===== config.mk =====
export PLATFORM = sky130hd
export DESIGN_NAME = alu_arbiter
export DESIGN_NICKNAME = d
export VERILOG_FILES = /design/src/rtl/alu_pkg.sv /design/src/rtl/alu_arbiter_alu.sv /design/src/rtl/alu_arbiter.sv
export SDC_FILE = /design/constraint.sdc
export NUM_CORES = 1
export LEC_CHECK = 0
export ABC_CLOCK_PERIOD_IN_PS = 6400
export BUFFER_PORTS_ARGS = -buffer_cell sky130_fd_sc_hd__buf_2
export CAP_MARGIN = 20
export CELL_PAD_IN_SITES_DETAIL_PLACEMENT = 2
export CELL_PAD_IN_SITES_GLOBAL_PLACEMENT = 2
export CORE_MARGIN = 3
export CORE_UTILIZATION = 32
export DETAILED_ROUTE_END_ITERATION = 7
export HOLD_SLACK_MARGIN = 0.08
export PLACE_DENSITY_LB_ADDON = 0.1
export SETUP_SLACK_MARGIN = 0.05
export SYNTH_ARGS = -nofsm -noshare
export SYNTH_HDL_FRONTEND = slang
export SYNTH_SLANG_ARGS = --single-unit

===== constraint.sdc =====
create_clock -name clk -period 6.4 [get_ports clk]
set_clock_uncertainty 0.2 [all_clocks]
set_input_delay 0.96 -clock clk [delete_from_list [all_inputs] [get_ports clk]]
set_output_delay 0.96 -clock clk [all_outputs]
set_load 0.05 [all_outputs]

===== src/rtl/alu_pkg.sv =====
// Shared opcode constants, FSM state encoding and opcode helpers for the
// alu_arbiter slice.
package alu_pkg;

    localparam logic [2:0] OP_AND = 3'b000;
    localparam logic [2:0] OP_OR  = 3'b001;
    localparam logic [2:0] OP_ADD = 3'b010;
    localparam logic [2:0] OP_MUL = 3'b011;
    localparam logic [2:0] OP_SUB = 3'b110;
    localparam logic [2:0] OP_SLT = 3'b111;

    typedef enum logic [1:0] {
        ST_IDLE = 2'b00,
        ST_EXEC = 2'b01,
        ST_MUL  = 2'b10,
        ST_RESP = 2'b11
    } state_e;

    function automatic logic op_unsupported(input logic [2:0] op);
        return (op == 3'b100) || (op == 3'b101);
    endfunction

endpackage


===== src/rtl/alu_arbiter_alu.sv =====
// Combinational ALU: one shared adder serves add, sub and slt; unsupported
// opcodes (and mul, which is sequenced outside) produce zero.
module alu_arbiter_alu
    import alu_pkg::*;
#(
    parameter int WIDTH = 32
) (
    input  logic [2:0]       op,
    input  logic [WIDTH-1:0] a,
    input  logic [WIDTH-1:0] b,
    output logic [WIDTH-1:0] result
);

    logic             sub_s;
    logic [WIDTH-1:0] b_eff_s;
    logic [WIDTH-1:0] sum_s;
    logic             lt_s;

    // Adder with optional two's-complement negation of b; slt uses its sign.
    always_comb begin
        sub_s = (op == OP_SUB) || (op == OP_SLT);
        if (sub_s) begin
            b_eff_s = ~b;
        end else begin
            b_eff_s = b;
        end
        sum_s = a + b_eff_s + {{(WIDTH-1){1'b0}}, sub_s};
        // Differing signs cannot overflow the compare: the negative one is less.
        if (a[WIDTH-1] != b[WIDTH-1]) begin
            lt_s = a[WIDTH-1];
        end else begin
            lt_s = sum_s[WIDTH-1];
        end
    end

    // Result selection by opcode.
    always_comb begin
        case (op)
            OP_ADD, OP_SUB: result = sum_s;
            OP_AND:         result = a & b;
            OP_OR:          result = a | b;
            OP_SLT:         result = {{(WIDTH-1){1'b0}}, lt_s};
            default:        result = {WIDTH{1'b0}};
        endcase
    end

endmodule


===== src/rtl/alu_arbiter.sv =====
// Two-requester round-robin front end for a single-issue ALU; multiply is a
// WIDTH-cycle shift-add that reuses the ALU adder.
module alu_arbiter
    import alu_pkg::*;
#(
    parameter int WIDTH = 32
) (
    input  logic             clk,
    input  logic             reset,
    input  logic             req0_valid,
    output logic             req0_ready,
    input  logic [2:0]       req0_op,
    input  logic [WIDTH-1:0] req0_a,
    input  logic [WIDTH-1:0] req0_b,
    input  logic             req1_valid,
    output logic             req1_ready,
    input  logic [2:0]       req1_op,
    input  logic [WIDTH-1:0] req1_a,
    input  logic [WIDTH-1:0] req1_b,
    output logic             rsp_valid,
    input  logic             rsp_ready,
    output logic             rsp_id,
    output logic [WIDTH-1:0] rsp_result,
    output logic             rsp_zero,
    output logic             rsp_err,
    output logic             busy
);

    localparam int CW = $clog2(WIDTH + 1);

    state_e           state_r, next_s;
    logic             ptr_r;
    logic [2:0]       op_r;
    logic [WIDTH-1:0] mcand_r;
    logic [WIDTH-1:0] mplier_r;
    logic             id_r;
    logic [WIDTH-1:0] result_r;
    logic             zero_r;
    logic             err_r;
    logic [CW-1:0]    cnt_r;

    logic             grant0_s, grant1_s;
    logic [2:0]       sel_op_s;
    logic [WIDTH-1:0] sel_a_s, sel_b_s;
    logic [2:0]       alu_op_s;
    logic [WIDTH-1:0] alu_a_s, alu_b_s, alu_res_s;
    logic [WIDTH-1:0] acc_next_s;
    logic             last_s;

    alu_arbiter_alu #(.WIDTH(WIDTH)) u_alu (
        .op     (alu_op_s),
        .a      (alu_a_s),
        .b      (alu_b_s),
        .result (alu_res_s)
    );

    // State register.
    always_ff @(posedge clk) begin
        if (reset) begin
            state_r <= ST_IDLE;
        end else begin
            state_r <= next_s;
        end
    end

    // Arbitration, next state and grant outputs.
    always_comb begin
        next_s   = state_r;
        grant0_s = 1'b0;
        grant1_s = 1'b0;
        case (state_r)
            ST_IDLE: begin
                if (req0_valid && req1_valid) begin
                    grant0_s = ~ptr_r;
                    grant1_s = ptr_r;
                end else if (req0_valid) begin
                    grant0_s = 1'b1;
                end else if (req1_valid) begin
                    grant1_s = 1'b1;
                end else begin
                    grant0_s = 1'b0;
                end
                if (grant0_s || grant1_s) begin
                    next_s = (sel_op_s == OP_MUL) ? ST_MUL : ST_EXEC;
                end else begin
                    next_s = ST_IDLE;
                end
            end
            ST_EXEC: next_s = ST_RESP;
            ST_MUL: begin
                if (last_s) begin
                    next_s = ST_RESP;
                end else begin
                    next_s = ST_MUL;
                end
            end
            ST_RESP: begin
                if (rsp_ready) begin
                    next_s = ST_IDLE;
                end else begin
                    next_s = ST_RESP;
                end
            end
            default: next_s = ST_IDLE;
        endcase
        if (reset) begin
            grant0_s = 1'b0;
            grant1_s = 1'b0;
            next_s   = ST_IDLE;
        end else begin
            next_s = next_s;
        end
    end

    // Request payload mux and ALU operand steering (MUL borrows the adder).
    always_comb begin
        if (grant1_s) begin
            sel_op_s = req1_op;
            sel_a_s  = req1_a;
            sel_b_s  = req1_b;
        end else begin
            sel_op_s = req0_op;
            sel_a_s  = req0_a;
            sel_b_s  = req0_b;
        end
        if (state_r == ST_MUL) begin
            alu_op_s = OP_ADD;
            alu_a_s  = result_r;
            alu_b_s  = mcand_r;
        end else begin
            alu_op_s = op_r;
            alu_a_s  = mcand_r;
            alu_b_s  = mplier_r;
        end
        if (mplier_r[0]) begin
            acc_next_s = alu_res_s;
        end else begin
            acc_next_s = result_r;
        end
        last_s = (cnt_r == CW'(WIDTH - 1));
    end

    // Operand latch, pointer update and result datapath.
    always_ff @(posedge clk) begin
        if (reset) begin
            ptr_r    <= 1'b0;
            op_r     <= 3'b000;
            mcand_r  <= {WIDTH{1'b0}};
            mplier_r <= {WIDTH{1'b0}};
            id_r     <= 1'b0;
            result_r <= {WIDTH{1'b0}};
            zero_r   <= 1'b0;
            err_r    <= 1'b0;
            cnt_r    <= {CW{1'b0}};
        end else begin
            case (state_r)
                ST_IDLE: begin
                    if (grant0_s || grant1_s) begin
                        ptr_r    <= grant0_s;
                        op_r     <= sel_op_s;
                        mcand_r  <= sel_a_s;
                        mplier_r <= sel_b_s;
                        id_r     <= grant1_s;
                        result_r <= {WIDTH{1'b0}};
                        zero_r   <= 1'b0;
                        err_r    <= 1'b0;
                        cnt_r    <= {CW{1'b0}};
                    end
                end
                ST_EXEC: begin
                    result_r <= alu_res_s;
                    zero_r   <= (alu_res_s == {WIDTH{1'b0}});
                    err_r    <= op_unsupported(op_r);
                end
                ST_MUL: begin
                    result_r <= acc_next_s;
                    mcand_r  <= mcand_r << 1;
                    mplier_r <= mplier_r >> 1;
                    cnt_r    <= cnt_r + CW'(1);
                    if (last_s) begin
                        zero_r <= (acc_next_s == {WIDTH{1'b0}});
                    end
                end
                default: begin
                    result_r <= result_r;
                end
            endcase
        end
    end

    // Outputs come from registers; reset masks them in the reset cycle itself.
    assign req0_ready = grant0_s;
    assign req1_ready = grant1_s;
    assign rsp_valid  = ~reset & (state_r == ST_RESP);
    assign busy       = ~reset & (state_r != ST_IDLE);
    assign rsp_id     = ~reset & id_r;
    assign rsp_result = reset ? {WIDTH{1'b0}} : result_r;
    assign rsp_zero   = ~reset & zero_r;
    assign rsp_err    = ~reset & err_r;

endmodule


==> flow_metrics.py <==
metrics = {
    "clock_network": {
        "cts_num_sinks": 111,
        "clkTransAtPathRegs_ns": 0.09,
        "post_cts_buffers": 0,
        "clk_path_buf_depth": 2,
        "cts_resized": 0,
        "numCtsBuffers": 9,
        "cts_root_buf": "clkbuf_16",
        "cts_max_level": 3,
        "clk_latency_ns": 0.39,
        "holdBufCountCts": 0,
        "cts_tree": "done",
    },
    "yosys": {
        "yosysSeqAreaShare": 0.220,
        "synthArstFlopShare": 0,
        "syn_nets": 1604,
        "synth_cell_types": 78,
        "synth-edff-count": 0,
        "ys_top_cells_by_count": "nand2_1 (300), o21ai_0 (128), a21oi_1 (126)",
        "synth_flop_cell": "dfxtp_1",
        "synth_area_leader_cell": "dfxtp_1",
        "yosys.area.top_type_share": 0.220,
        "yosys_warnings": 0,
        "syn_area_per_cell_um2": 7.08,
        "synth-seq-cells": 111,
        "synth_most_common_cell": "nand2_1",
        "synth_cells": 1426,
        "synth_area_leaders": "dfxtp_1 (22%), nand2_1 (11%), mux2i_1 (6.8%)",
        "syn_area_um2": 10100,
    },
    "detailed_routing": {
        "wl_per_cell_um": 22.2,
        "drtPass1Iterations": 5,
        "antenna_left": 0,
        "drt-initial-drc-count": 628,
        "drc": 0,
        "viasPerCell": 5.71,
        "finalWirelength_um": 43100,
        "vias": 11075,
    },
    "place": {
        "place_inst": 1922,
        "globalplace.congestion": 0.893,
        "portBuffers": 177,
        "dpl.hpwl_um": 32500,
        "dpl_worst_slack_ns": 1.05,
    },
    "pwr": {
        "p_per_area_nw_per_um2": 204,
        "power_switching_w": 0.000986,
        "power_frac_comb": 0.377,
        "p_leak_nw": 4.93,
        "internal-power_w": 0.00140,
        "seq_power_share": 0.334,
        "switching_share": 0.413,
        "p_clk_frac": 0.289,
        "irDropWorstVdd_mv": 0.142,
        "p_total_w": 0.00239,
    },
    "final_layout": {
        "diodes": 0,
        "multi_input_area_um2": 7460,
        "area.growth.synth_to_final_pct": 15.7,
        "fin_nets": 1715,
        "fillCellCount": 3700,
        "fin_cells": 1938,
        "register_area_um2": 2220,
        "drive_above_1_share": 0.179,
    },
    "timing": {
        "rsz0062_at_grt": "false",
        "hold_viol": 0,
        "slew_viol_final": 0,
        "setup_ws_ns": 1.06,
        "setup_tns_ns": 0,
        "finalCritPeriodShare": 0.835,
        "setup_viol": 0,
        "fmax_ghz": 0.187,
        "min_period_ns": 5.34,
        "worst_slew_pin_slew_ns": 1.07,
        "relSlewSlack": 0.284,
        "holdWs_ns": 0.277,
    },
    "die": {
        "io_pins": 178,
        "rows": 64,
        "initial_core_util": 0.328,
        "core-area_um2": 30800,
        "die_h_um": 184,
        "die_w_um": 184,
        "die-area_um2": 33700,
    },
    "global_routing": {
        "grt_max_degree": 75,
        "grt_pass1_vias": 11212,
        "antenna_found_initial": 0,
        "overflow": 0,
        "grt.total_usage": 0.254,
        "grt_pass1_wl_um": 67400,
    },
    "critical_path": {
        "critical_path_peak_fanout": 35,
        "start_kind": "flop",
        "crit_path_end_kind": "flop",
        "worst-setup-path-type": "flop to flop",
        "worstPathRequired_ns": 6.54,
        "critPathArrivalTime_ns": 5.48,
    },
    "min_path": {
        "worstHoldPathType": "flop to flop",
    },
    "job": {
        "cap_viol_max_count": 0,
    },
    "status": {
        "status": "finished clean",
    },
}
flip-flops by register name, indices dropped and copies added, names as in the netlist:
signal	cells
cnt_r	6
err_r	1
id_r	1
mcand_r	32
mplier_r	32
op_r	3
ptr_r	1
result_r	32
state_r	2
zero_r	1
power groups by stage:
stage,clock (W),sequential (W),combinational [W]
floorplan,0,0.000781,0.000609
global placement,0,0.000810,0.000872
detailed placement,0,0.000812,0.000899
CTS,0.000701,0.000796,0.000905
global route,0.000725,0.000803,0.00100
finish,0.000689,0.000797,0.000900
metal layers:
| metal | vias to the layer above | part of all wire | GRT usage |
|---|---|---|---|
| met4 | 0 | 0.018 | 0.0597 |
| met5 | - | 0 | 0 |
| met3 | 38 | 0.030 | 0.0220 |
| met1 | 5506 | 0.49 | 0.361 |
| met2 | 199 | 0.46 | 0.416 |
| li1 | 5332 | - | - |
final timing paths:
| kind | startpoint | to | slack (ns) | depth (start not counted) |
|---|---|---|---|---|
| max | state_r[0] | zero_r | 1.06 | 18 |
| min | mcand_r[22] | mcand_r[22] | 0.28 | 2 |
| max reg2reg | state_r[0] | zero_r | 1.06 | 18 |
| min reg2reg | mcand_r[22] | mcand_r[22] | 0.28 | 2 |
placed cells by master (no fill, tap or decap), types with 14 or more instances in the layout:
cell type,netlist,final
nand2_1,300,300
buf_2,6,176
o21ai_0,128,128
a21oi_1,126,124
dfxtp_1,111,110
nor2_1,87,86
mux2i_1,69,69
xor2_1,40,40
nor2b_1,38,38
mux2_2,37,37
ha_1,38,37
maj3_1,29,29
a21boi_0,27,27
nor3_1,26,25
buf_4,1,22
inv_1,21,21
a22oi_1,21,21
nand3_1,22,21
a21o_1,14,14
nand4_1,14,14
metrics by stage:
stage / util / instance area [um2]
after floorplan: - / 10100
after global placement: 0.368 / 11300
after detailed placement: 0.368 / 11300
after CTS: 0.379 / 11700
after global routing: 0.379 / 11700
final: 0.379 / 11700
kinds of logic after synthesis:
group,synth area share
xor gates and xnor gates,0.0408
muxes,0.110
buffers and inverters,0.0468
AOI/OAI and AO/OA,0.263
adders and majority gates,0.0778
DFF,0.220
and+or+nand+nor,0.242
area by class of cell:
| cell class | instances | share of cell area |
|---|---|---|
| multi-input cells | 1192 | 0.639 |
| flip-flops and latches | 111 | 0.190 |
| repair buffers | 200 | 0.0925 |
| well taps | 396 | 0.0424 |
| clock buffers | 9 | 0.0193 |
| clock inverters | 7 | 0.00932 |
| inverters | 23 | 0.00739 |
worst max-delay path: stages, from the launching register on:
cell and delay (ns):
dfxtp_1 0.36, inv_1 0.13, ha_4 0.51, clkinv_1 0.18
buf_4 0.26, a21boi_0 0.24, xor2_1 0.25, inv_1 0.09
fa_1 0.47, nor2b_4 0.15, o311ai_1 0.16, a21oi_1 0.39
a21boi_1 0.18, o2111ai_1 0.23, nand3_1 0.27, or4b_1 0.57
o31ai_1 0.36, o2111ai_1 0.17, nand3_1 0.11
No activity file was read; power rests on OpenSTA's default activity.
